[src/rtl/tile_round_if.sv]
// Handshake bundle between the tile round sequencer and its environment
// (start button, hit checker, display logic).
//   start_n      start button, active-low, synchronous to div_clk
//   hit_score    lanes hit in the last window, from the hit checker
//   score_valid  one-cycle strobe qualifying hit_score
//   row          current tile row, bit2 = lane1 .. bit0 = lane3
//   row_valid    high while a window is open
//   window_end   one-cycle pulse on the last cycle of a window
//   total_score  accumulated score, saturating at 16'hFFFF
//   lives        remaining lives
//   level        current level, saturating at 15
//   game_over    high while the game is over
// master: the sequencer. slave: the environment driving it.
interface tile_round_if;
  logic        start_n;
  logic [1:0]  hit_score;
  logic        score_valid;
  logic [2:0]  row;
  logic        row_valid;
  logic        window_end;
  logic [15:0] total_score;
  logic [2:0]  lives;
  logic [3:0]  level;
  logic        game_over;

  modport master (
    input  start_n, hit_score, score_valid,
    output row, row_valid, window_end, total_score, lives, level, game_over
  );

  modport slave (
    output start_n, hit_score, score_valid,
    input  row, row_valid, window_end, total_score, lives, level, game_over
  );
endinterface

[src/rtl/tile_round_sequencer.sv]
// Game-level controller for the three-lane tile datapath. Each round it
// draws a pseudo-random 3-lane row from an 8-bit LFSR, holds it for a timed
// window, then collects the checker's hit count, updating score, lives and
// level. Windows shorten by WIN_STEP every LEVEL_ROWS completed rows.
// Ports:
//   div_clk  clock
//   rst      asynchronous, active-low reset
//   bus      tile_round_if.master (start button, checker result, row and
//            game status outputs)
module tile_round_sequencer #(
  parameter int unsigned WIN_INIT   = 1000,
  parameter int unsigned WIN_MIN    = 250,
  parameter int unsigned WIN_STEP   = 50,
  parameter int unsigned LEVEL_ROWS = 16,
  parameter int unsigned LIVES      = 3,
  parameter logic [7:0]  SEED       = 8'hA5,
  parameter int unsigned TIMEOUT    = 4
) (
  input logic         div_clk,
  input logic         rst,
  tile_round_if.master bus
);

  localparam int WW = $clog2(WIN_INIT + 1);
  localparam int RW = $clog2(LEVEL_ROWS + 1);
  localparam int TW = $clog2(TIMEOUT + 1);

  // An all-zero seed would lock the LFSR up.
  localparam logic [7:0] SEED_EFF = (SEED == 8'h00) ? 8'h01 : SEED;

  localparam logic [2:0] S_IDLE   = 3'd0;
  localparam logic [2:0] S_LOAD   = 3'd1;
  localparam logic [2:0] S_PLAY   = 3'd2;
  localparam logic [2:0] S_SETTLE = 3'd3;
  localparam logic [2:0] S_OVER   = 3'd4;

  logic [2:0]    state;
  logic [7:0]    lfsr;
  logic [WW-1:0] win_len;
  logic [WW-1:0] win_cnt;
  logic [RW-1:0] rows_done;
  logic [TW-1:0] settle_cnt;
  logic          start_prev;
  logic [2:0]    row_q;
  logic [15:0]   score_q;
  logic [2:0]    lives_q;
  logic [3:0]    level_q;

  logic          press;
  logic [7:0]    lfsr_next;
  logic [1:0]    row_pop;
  logic          win_last;
  logic          settle_done;
  logic          level_up;
  logic [1:0]    hit_eff;
  logic [16:0]   score_sum;
  logic [15:0]   score_next;
  logic [2:0]    lives_next;
  logic [WW-1:0] win_next;

  assign press     = start_prev & ~bus.start_n;
  // Fibonacci LFSR, taps 8,6,5,4, shifting left into bit 0.
  assign lfsr_next = {lfsr[6:0], lfsr[7] ^ lfsr[5] ^ lfsr[4] ^ lfsr[3]};
  assign row_pop   = 2'(row_q[0]) + 2'(row_q[1]) + 2'(row_q[2]);
  assign win_last  = (win_cnt == win_len - WW'(1));
  // A strobe in the final wait cycle still wins over the timeout.
  assign settle_done = bus.score_valid || (settle_cnt == TW'(TIMEOUT - 1));
  assign level_up    = (rows_done == RW'(LEVEL_ROWS - 1));

  always_comb begin
    // NOTE: every signal driven here gets a default before any branch, so
    // no path leaves one unassigned and no latch is inferred.
    hit_eff = 2'd0;
    if (bus.score_valid) begin
      hit_eff = (bus.hit_score < row_pop) ? bus.hit_score : row_pop;
    end
    score_sum  = {1'b0, score_q} + {15'd0, hit_eff};
    score_next = score_sum[16] ? 16'hFFFF : score_sum[15:0];
    lives_next = (hit_eff < row_pop) ? lives_q - 3'd1 : lives_q;
    // Compared in 32 bits so WIN_MIN + WIN_STEP cannot wrap the counter width.
    win_next = (32'(win_len) < WIN_MIN + WIN_STEP) ? WW'(WIN_MIN)
                                                   : win_len - WW'(WIN_STEP);
  end

  always_ff @(posedge div_clk or negedge rst) begin
    if (!rst) begin
      state      <= S_IDLE;
      lfsr       <= SEED_EFF;
      win_len    <= WW'(WIN_INIT);
      win_cnt    <= '0;
      rows_done  <= '0;
      settle_cnt <= '0;
      start_prev <= 1'b1;
      row_q      <= 3'd0;
      score_q    <= 16'd0;
      lives_q    <= 3'(LIVES);
      level_q    <= 4'd0;
    end else begin
      // NOTE: non-blocking assignments make every register here sample the
      // pre-edge values, independent of statement order.
      start_prev <= bus.start_n;
      case (state)
        S_IDLE, S_OVER: begin
          if (press) begin
            score_q   <= 16'd0;
            lives_q   <= 3'(LIVES);
            level_q   <= 4'd0;
            win_len   <= WW'(WIN_INIT);
            rows_done <= '0;
            state     <= S_LOAD;
          end
        end
        S_LOAD: begin
          lfsr    <= lfsr_next;
          // An empty row is never presented; lane 1 is substituted.
          row_q   <= (lfsr_next[2:0] == 3'd0) ? 3'b100 : lfsr_next[2:0];
          win_cnt <= '0;
          state   <= S_PLAY;
        end
        S_PLAY: begin
          if (win_last) begin
            settle_cnt <= '0;
            state      <= S_SETTLE;
          end else begin
            win_cnt <= win_cnt + WW'(1);
          end
        end
        S_SETTLE: begin
          if (settle_done) begin
            score_q <= score_next;
            lives_q <= lives_next;
            if (level_up) begin
              rows_done <= '0;
              // At level 15 the window stays at whatever length it has.
              if (level_q != 4'd15) begin
                level_q <= level_q + 4'd1;
                win_len <= win_next;
              end
            end else begin
              rows_done <= rows_done + RW'(1);
            end
            if (lives_next == 3'd0) begin
              row_q <= 3'd0;
              state <= S_OVER;
            end else begin
              state <= S_LOAD;
            end
          end else begin
            settle_cnt <= settle_cnt + TW'(1);
          end
        end
        default: state <= S_IDLE;
      endcase
    end
  end

  assign bus.row         = row_q;
  assign bus.row_valid   = (state == S_PLAY);
  assign bus.window_end  = (state == S_PLAY) && win_last;
  assign bus.total_score = score_q;
  assign bus.lives       = lives_q;
  assign bus.level       = level_q;
  assign bus.game_over   = (state == S_OVER);

endmodule

[src/flat_wrapper.sv]
// flat-port wrapper written by rule: the top's interface ports become plain ports
module tile_round_sequencer_flat 
#(
  parameter int unsigned WIN_INIT   = 1000,
  parameter int unsigned WIN_MIN    = 250,
  parameter int unsigned WIN_STEP   = 50,
  parameter int unsigned LEVEL_ROWS = 16,
  parameter int unsigned LIVES      = 3,
  parameter logic [7:0]  SEED       = 8'hA5,
  parameter int unsigned TIMEOUT    = 4
)
  (div_clk, rst, bus_start_n, bus_hit_score, bus_score_valid, bus_row, bus_row_valid, bus_window_end, bus_total_score, bus_lives, bus_level, bus_game_over);
  tile_round_if bus_i ();
  input logic div_clk;
  input logic rst;
  input wire logic [$bits(bus_i.start_n)-1:0] bus_start_n;
  input wire logic [$bits(bus_i.hit_score)-1:0] bus_hit_score;
  input wire logic [$bits(bus_i.score_valid)-1:0] bus_score_valid;
  output wire logic [$bits(bus_i.row)-1:0] bus_row;
  output wire logic [$bits(bus_i.row_valid)-1:0] bus_row_valid;
  output wire logic [$bits(bus_i.window_end)-1:0] bus_window_end;
  output wire logic [$bits(bus_i.total_score)-1:0] bus_total_score;
  output wire logic [$bits(bus_i.lives)-1:0] bus_lives;
  output wire logic [$bits(bus_i.level)-1:0] bus_level;
  output wire logic [$bits(bus_i.game_over)-1:0] bus_game_over;
  assign bus_i.start_n = bus_start_n;
  assign bus_i.hit_score = bus_hit_score;
  assign bus_i.score_valid = bus_score_valid;
  assign bus_row = bus_i.row;
  assign bus_row_valid = bus_i.row_valid;
  assign bus_window_end = bus_i.window_end;
  assign bus_total_score = bus_i.total_score;
  assign bus_lives = bus_i.lives;
  assign bus_level = bus_i.level;
  assign bus_game_over = bus_i.game_over;
  tile_round_sequencer #(.WIN_INIT(WIN_INIT), .WIN_MIN(WIN_MIN), .WIN_STEP(WIN_STEP), .LEVEL_ROWS(LEVEL_ROWS), .LIVES(LIVES), .SEED(SEED), .TIMEOUT(TIMEOUT)) u_core (.div_clk(div_clk), .rst(rst), .bus(bus_i));
endmodule
[config.mk]
export PLATFORM = sky130hd
export DESIGN_NAME = tile_round_sequencer_flat
export DESIGN_NICKNAME = d
export VERILOG_FILES = /design/src/rtl/tile_round_if.sv /design/src/rtl/tile_round_sequencer.sv /design/src/flat_wrapper.sv
export SDC_FILE = /design/constraint.sdc
export NUM_CORES = 1
export LEC_CHECK = 0
export BUFFER_PORTS_ARGS = -buffer_cell sky130_fd_sc_hd__clkbuf_2
export CORE_MARGIN = 2
export CORE_UTILIZATION = 61
export CTS_CLUSTER_SIZE = 28
export DETAILED_ROUTE_END_ITERATION = 8
export PLACE_DENSITY = 0.89
export SYNTH_ARGS = -nofsm -noshare
export SYNTH_HDL_FRONTEND = slang
export SYNTH_SLANG_ARGS = --single-unit
[constraint.sdc]
create_clock -name div_clk -period 6 [get_ports div_clk]
set_clock_uncertainty 0.15 [all_clocks]
set_input_delay 0.6 -clock div_clk [delete_from_list [all_inputs] [get_ports div_clk]]
set_output_delay 0.6 -clock div_clk [all_outputs]
set_load 0.01 [all_outputs]
## Word-level counts from Yosys, hierarchy flattened

Index checks and enable logic that the tools add are counted.

| word-level totals | value |
|---|---|
| bits in registers | 66 |
| word-level logic and storage cells | 100 |
| bits of input ports | 6 |
| output and inout port bits | 29 |

| cells by class | value |
|---|---|
| order comparisons | 3 |
| mux-type cells | 39 |
| add/subtract/negate cells | 10 |
| reduce and logical (&&, ||, !) cells | 16 |
| eq/ne operators | 16 |
| bitwise gates (word level) | 5 |

Operator list:

| cell | count |
|---|---|
| 10-bit two-way mux | 6 |
| 16-bit two-way mux | 3 |
| 10-bit case mux with 2 select lines | 2 |
| 3-bit two-way mux | 12 |
| 16-bit case mux with 2 select lines | 1 |
| 3-bit case mux with 2 select lines | 3 |
| 16-bit by 2-bit adder with 17-bit output | 1 |
| 4-bit two-way mux | 4 |
| 5-bit two-way mux | 3 |
| 2-bit by 1-bit inequality test with 1-bit output (second input constant) | 6 |
| 3-bit case mux with 4 select lines | 1 |
| 3-bit AND reduction | 4 |
| 10-bit by 1-bit adder with 10-bit output (second input constant) | 1 |
| 10-bit equality test | 1 |
| 10-bit by 9-bit < comparator with 1-bit output (second input constant) | 1 |
| 5-bit case mux with 2 select lines | 1 |
| 10-bit by 1-bit subtractor with 10-bit output (second input constant) | 1 |
| 10-bit by 6-bit subtractor with 10-bit output (second input constant) | 1 |
| 3-bit by 2-bit equality test with 1-bit output (second input constant) | 3 |
| 3-bit logical NOT | 3 |
| 4-bit case mux with 2 select lines | 1 |
| 2-bit nonzero test | 4 |
| 5-bit by 1-bit adder with 5-bit output (second input constant) | 1 |
| 5-bit by 4-bit equality test with 1-bit output (second input constant) | 1 |
| 19 further kinds | 24 |

## Longest topological paths before layout

| depth | value |
|---|---|
| depth after elaboration | 11 |
| mapped depth | 14 |
| gate-level depth less buffers | 14 |

## Worst setup path after synthesis

OpenSTA, ideal clock, no wires.

| timing | value |
|---|---|
| path type | reg2out |
| start point | reg u_core.win_len[1] |
| end point | out bus_window_end |
| cell stages (with the launch flop) | 10 |
| required time | 5250 ps |
| arrival time | 2310 ps |
| setup slack | 2940 ps |
| buffers on the path | 2 |
| cells stage by stage | dfrtp_1 buf_2 inv_1 ha_1 nor2b_2 and4_1 or4_4 a211o_1 buf_6 nor4_1 |

| on the way | value |
|---|---|
| word-level cells in the longest chain between the ends | 3 |

Ends and longest elaborated chain:

| what | RTL line | RTL |
|---|---|---|
| from (decl) | tile_round_sequencer.sv:39 | `logic [WW-1:0] win_len;` |
| from (signal assigned) | tile_round_sequencer.sv:89 | `win_len <= WW'(WIN_INIT);` |
| from (signal assigned) | tile_round_sequencer.sv:108 | `win_len <= WW'(WIN_INIT);` |
| from (signal assigned) | tile_round_sequencer.sv:137 | `win_len <= win_next;` |
| 10-bit by 1-bit subtractor with 10-bit output | tile_round_sequencer.sv:65 | `assign win_last = (win_cnt == win_len - WW'(1));` |
| 10-bit equality test | tile_round_sequencer.sv:65 |  |
| 1-bit logical AND | tile_round_sequencer.sv:159 | `assign bus.window_end = (state == S_PLAY) && win_last;` |
| to (decl) | flat_wrapper.sv:21 | `output wire logic [$bits(bus_i.window_end)-1:0] bus_window_end;` |

No other way between the ends.

## Worst setup path after layout

Ends and elaborated chain as after synthesis.

==> summary.txt <==
RD Place Congestion - 0.915
Max-slew headroom - 0.450
Clock root buffer - clkbuf_8
Clk slew on worst S/H paths - 0.07 ns
PwrDens - 408 mW/mm²
Commonest non-fill, non-tap cell in the layout - nand2_1
Initial core utilization - 0.642
DP Area - 0.00403 mm²
Final instance area - 0.00422 mm²
Critical Path Sink Type - primary output
Fill cells - 424
Register Area - 0.00164 mm²
Yosys warnings - 0
Multi-input combinational cell area - 0.00204 mm²
Worst ir drop on vdd - 0.000251 V
Synthesized Nets - 452
Core Region - 0.00599 mm²
Leak - 1.95 nW
TNS Setup - 0 ns
Ys async rst share - 1.00
Area contributors post-synth - dfrtp_1 34%, dfstp_2 8.9%, nand2_1 6.2%, ha_1 4.2%, o21ai_0 3.8%
Routed WL per cell - 16.4 µm
Critical Path RT - 5.25 ns
Max frequency - 0.283 GHz
HPWL after detailed placement - 5970 µm
Syn_area_per_cell - 8.92 µm²
CTS tree - yes
Initial antenna violation count - 0
Period minus WS final - 3.54 ns
RSZ-0062 raised after global routing - no
CTS resizes - 0
Drt initial violations - 336
Logic pwr share - 0.375
DRT Wirelength - 8840 µm
Worst-Margin Slew - 0.825 ns
Post-synthesis cell area - 0.00384 mm²
Top FF cell, synth - dfrtp_1
Kind of critical path - reg -> out
Power share of the clock group - 0.220
#FFs+latches synth - 65
Post-synthesis sequential area ratio - 0.427
Post-synth EDFFs - 0
Die width - 83.4 µm
# setup viols final - 0
Vias in the first global route - 3,307
Largest net degree at the start of global routing - 66
Switch Pwr - 0.714 mW
DRC - 0
Pre-Repair DR Iteration Count - 5
Post-CTS setup buffer count - 0
Power, Total - 1.72 mW
First-pass GRT wire length - 15,300 µm
Hold Fails Final Rpt - 0
# diodes - 0
Rows - 28
Most frequent cells in the layout - 63 x nand2_1, 52 x dfrtp_1, 34 x clkbuf_2
Startpoint types - register
Layout cell share with drive strength beyond 1 - 0.159
Post-synth cell types - 64
Outcome - finished clean
TritonCTS Buffers - 9
Synth top area share - 0.339
Hold crit path type - in -> reg
CP Data Arrival Time - 2.79 ns
CTS sink count - 65
Area Overhead vs Synth - 9.90%
Max Cap Viol - 0
Sw Share - 0.414
Clock Tree Buf Depth - 2
Die area - 0.00695 mm²
Cells after Synth - 431
Setup WS post-layout - 2.46 ns
Hold_buf cts - 0
Internal power - 1.01 mW
IO Count - 35
Final core occ - 0.705
Die height - 83.4 µm
Tcrit/Tclk final - 0.590
H-tree Lvls - 3
Port Buf Inserts - 34
GRT Total Usage - 0.266
Post-synth top area cell - dfrtp_1
Worst-skew pair later-pin latency - 0.34 ns
Critical Path Fanout Max - 11
DR vias/cell - 6.38
Seq pwr share - 0.405
Max Slew Vio Count - 0
Grt ovf - 0
Final #Nets - 481
Post-route ant nets - 0
Pre-CTS setup slack - 2.82 ns
Via count - 3,443
[logic make-up (layout without fill, tap and decap cells)]
kind of cell / after synthesis / count (layout) / share of synthesized area
xor+xnor: 13 / 13 / 0.0296
flops: 65 / 65 / 0.427
compound gates: 117 / 117 / 0.195
fa+ha+maj: 15 / 15 / 0.0527
simple gates: 173 / 173 / 0.221
mux: 12 / 12 / 0.0316
buf+inv: 36 / 70 / 0.0430
[power by group through the flow]
stage	clock [mW]	combinational (mW)	sequential (mW)
5_1_grt	0.401	0.735	0.714
3_3_place_gp	0	0.601	0.692
3_5_place_dp	0	0.635	0.698
6_report	0.379	0.647	0.698
4_1_cts	0.383	0.644	0.692
2_1_floorplan	0	0.525	0.643
[flip-flops by register name, indices dropped and copies added (netlist names), 3 cells and up]
| register | count |
|---|---|
| u_core.bus.level | 4 |
| u_core.bus.lives | 3 |
| u_core.bus.row | 3 |
| u_core.bus.total_score | 16 |
| u_core.lfsr | 8 |
| u_core.rows_done | 5 |
| u_core.settle_cnt | 3 |
| u_core.state | 3 |
| u_core.win_cnt | 10 |
| u_core.win_len | 9 |
[worst paths after layout]
check                                       start                   endpoint  slack, ns  cells after the start
worst min-delay path                  bus_start_n          u_core.start_prev       0.22                      1
max in group asynchronous                     rst          u_core.bus.row[2]       4.86                      2
worst min register to register     u_core.lfsr[2]             u_core.lfsr[2]       0.31                      2
worst max-delay path            u_core.win_len[1]             bus_window_end       2.46                      8
worst max register to register  u_core.bus.row[0]  u_core.bus.total_score[8]       2.79                     11
min in group asynchronous                     rst        u_core.bus.level[0]       0.28                      2
[synthesized netlist by cell type (all sizes together), types with 3 or more instances]
library cell	n
nor3	16
and2	6
nand2	63
nand3	11
or4	3
nand2b	8
a21oi	28
o22ai	3
a22o	4
nor2b	4
dfstp	13
o2111ai	5
o21ai	31
dfrtp	52
a31oi	12
and3	4
nor2	33
or2	5
a22oi	4
mux2i	11
o211a	3
xnor2	9
buf	8
xor2	4
clkbuf	10
or3	4
nand4	6
o31ai	4
a21o	3
ha	13
inv	18
[through the flow]
step | cells | hold WS, ns
floorplan | 431 | 0.154
finish | 540 | 0.218
global route | 540 | 0.206
detailed placement | 524 | 0.300
global placement | 524 | 0.297
CTS | 540 | 0.216
[final cells by class]
class,count,area share
clock buffer,13,0.0376
clock inverter,3,0.00948
inverter,18,0.0160
multi-input combinational,330,0.482
sequential,65,0.389
tap,75,0.0222
timing repair buffer,36,0.0438
[layer usage]
metal	vias up	wire length, µm	GRT usage
met4	0	172	0.0864
met2	158	4410	0.436
met1	1654	3750	0.356
met5	-	0	0
met3	23	511	0.0547
li1	1608	-	-
[worst max-delay path, stage by stage, from the launching register on]
cell and delay [ns]:
dfrtp_1 0.47, inv_1 0.10, ha_1 0.23, nor2b_2 0.18, and4_1 0.19, or4_4 0.51
a211o_1 0.39, nor4_1 0.21, clkbuf_2 0.18
Note: power is estimated with default switching activity, not from simulation.
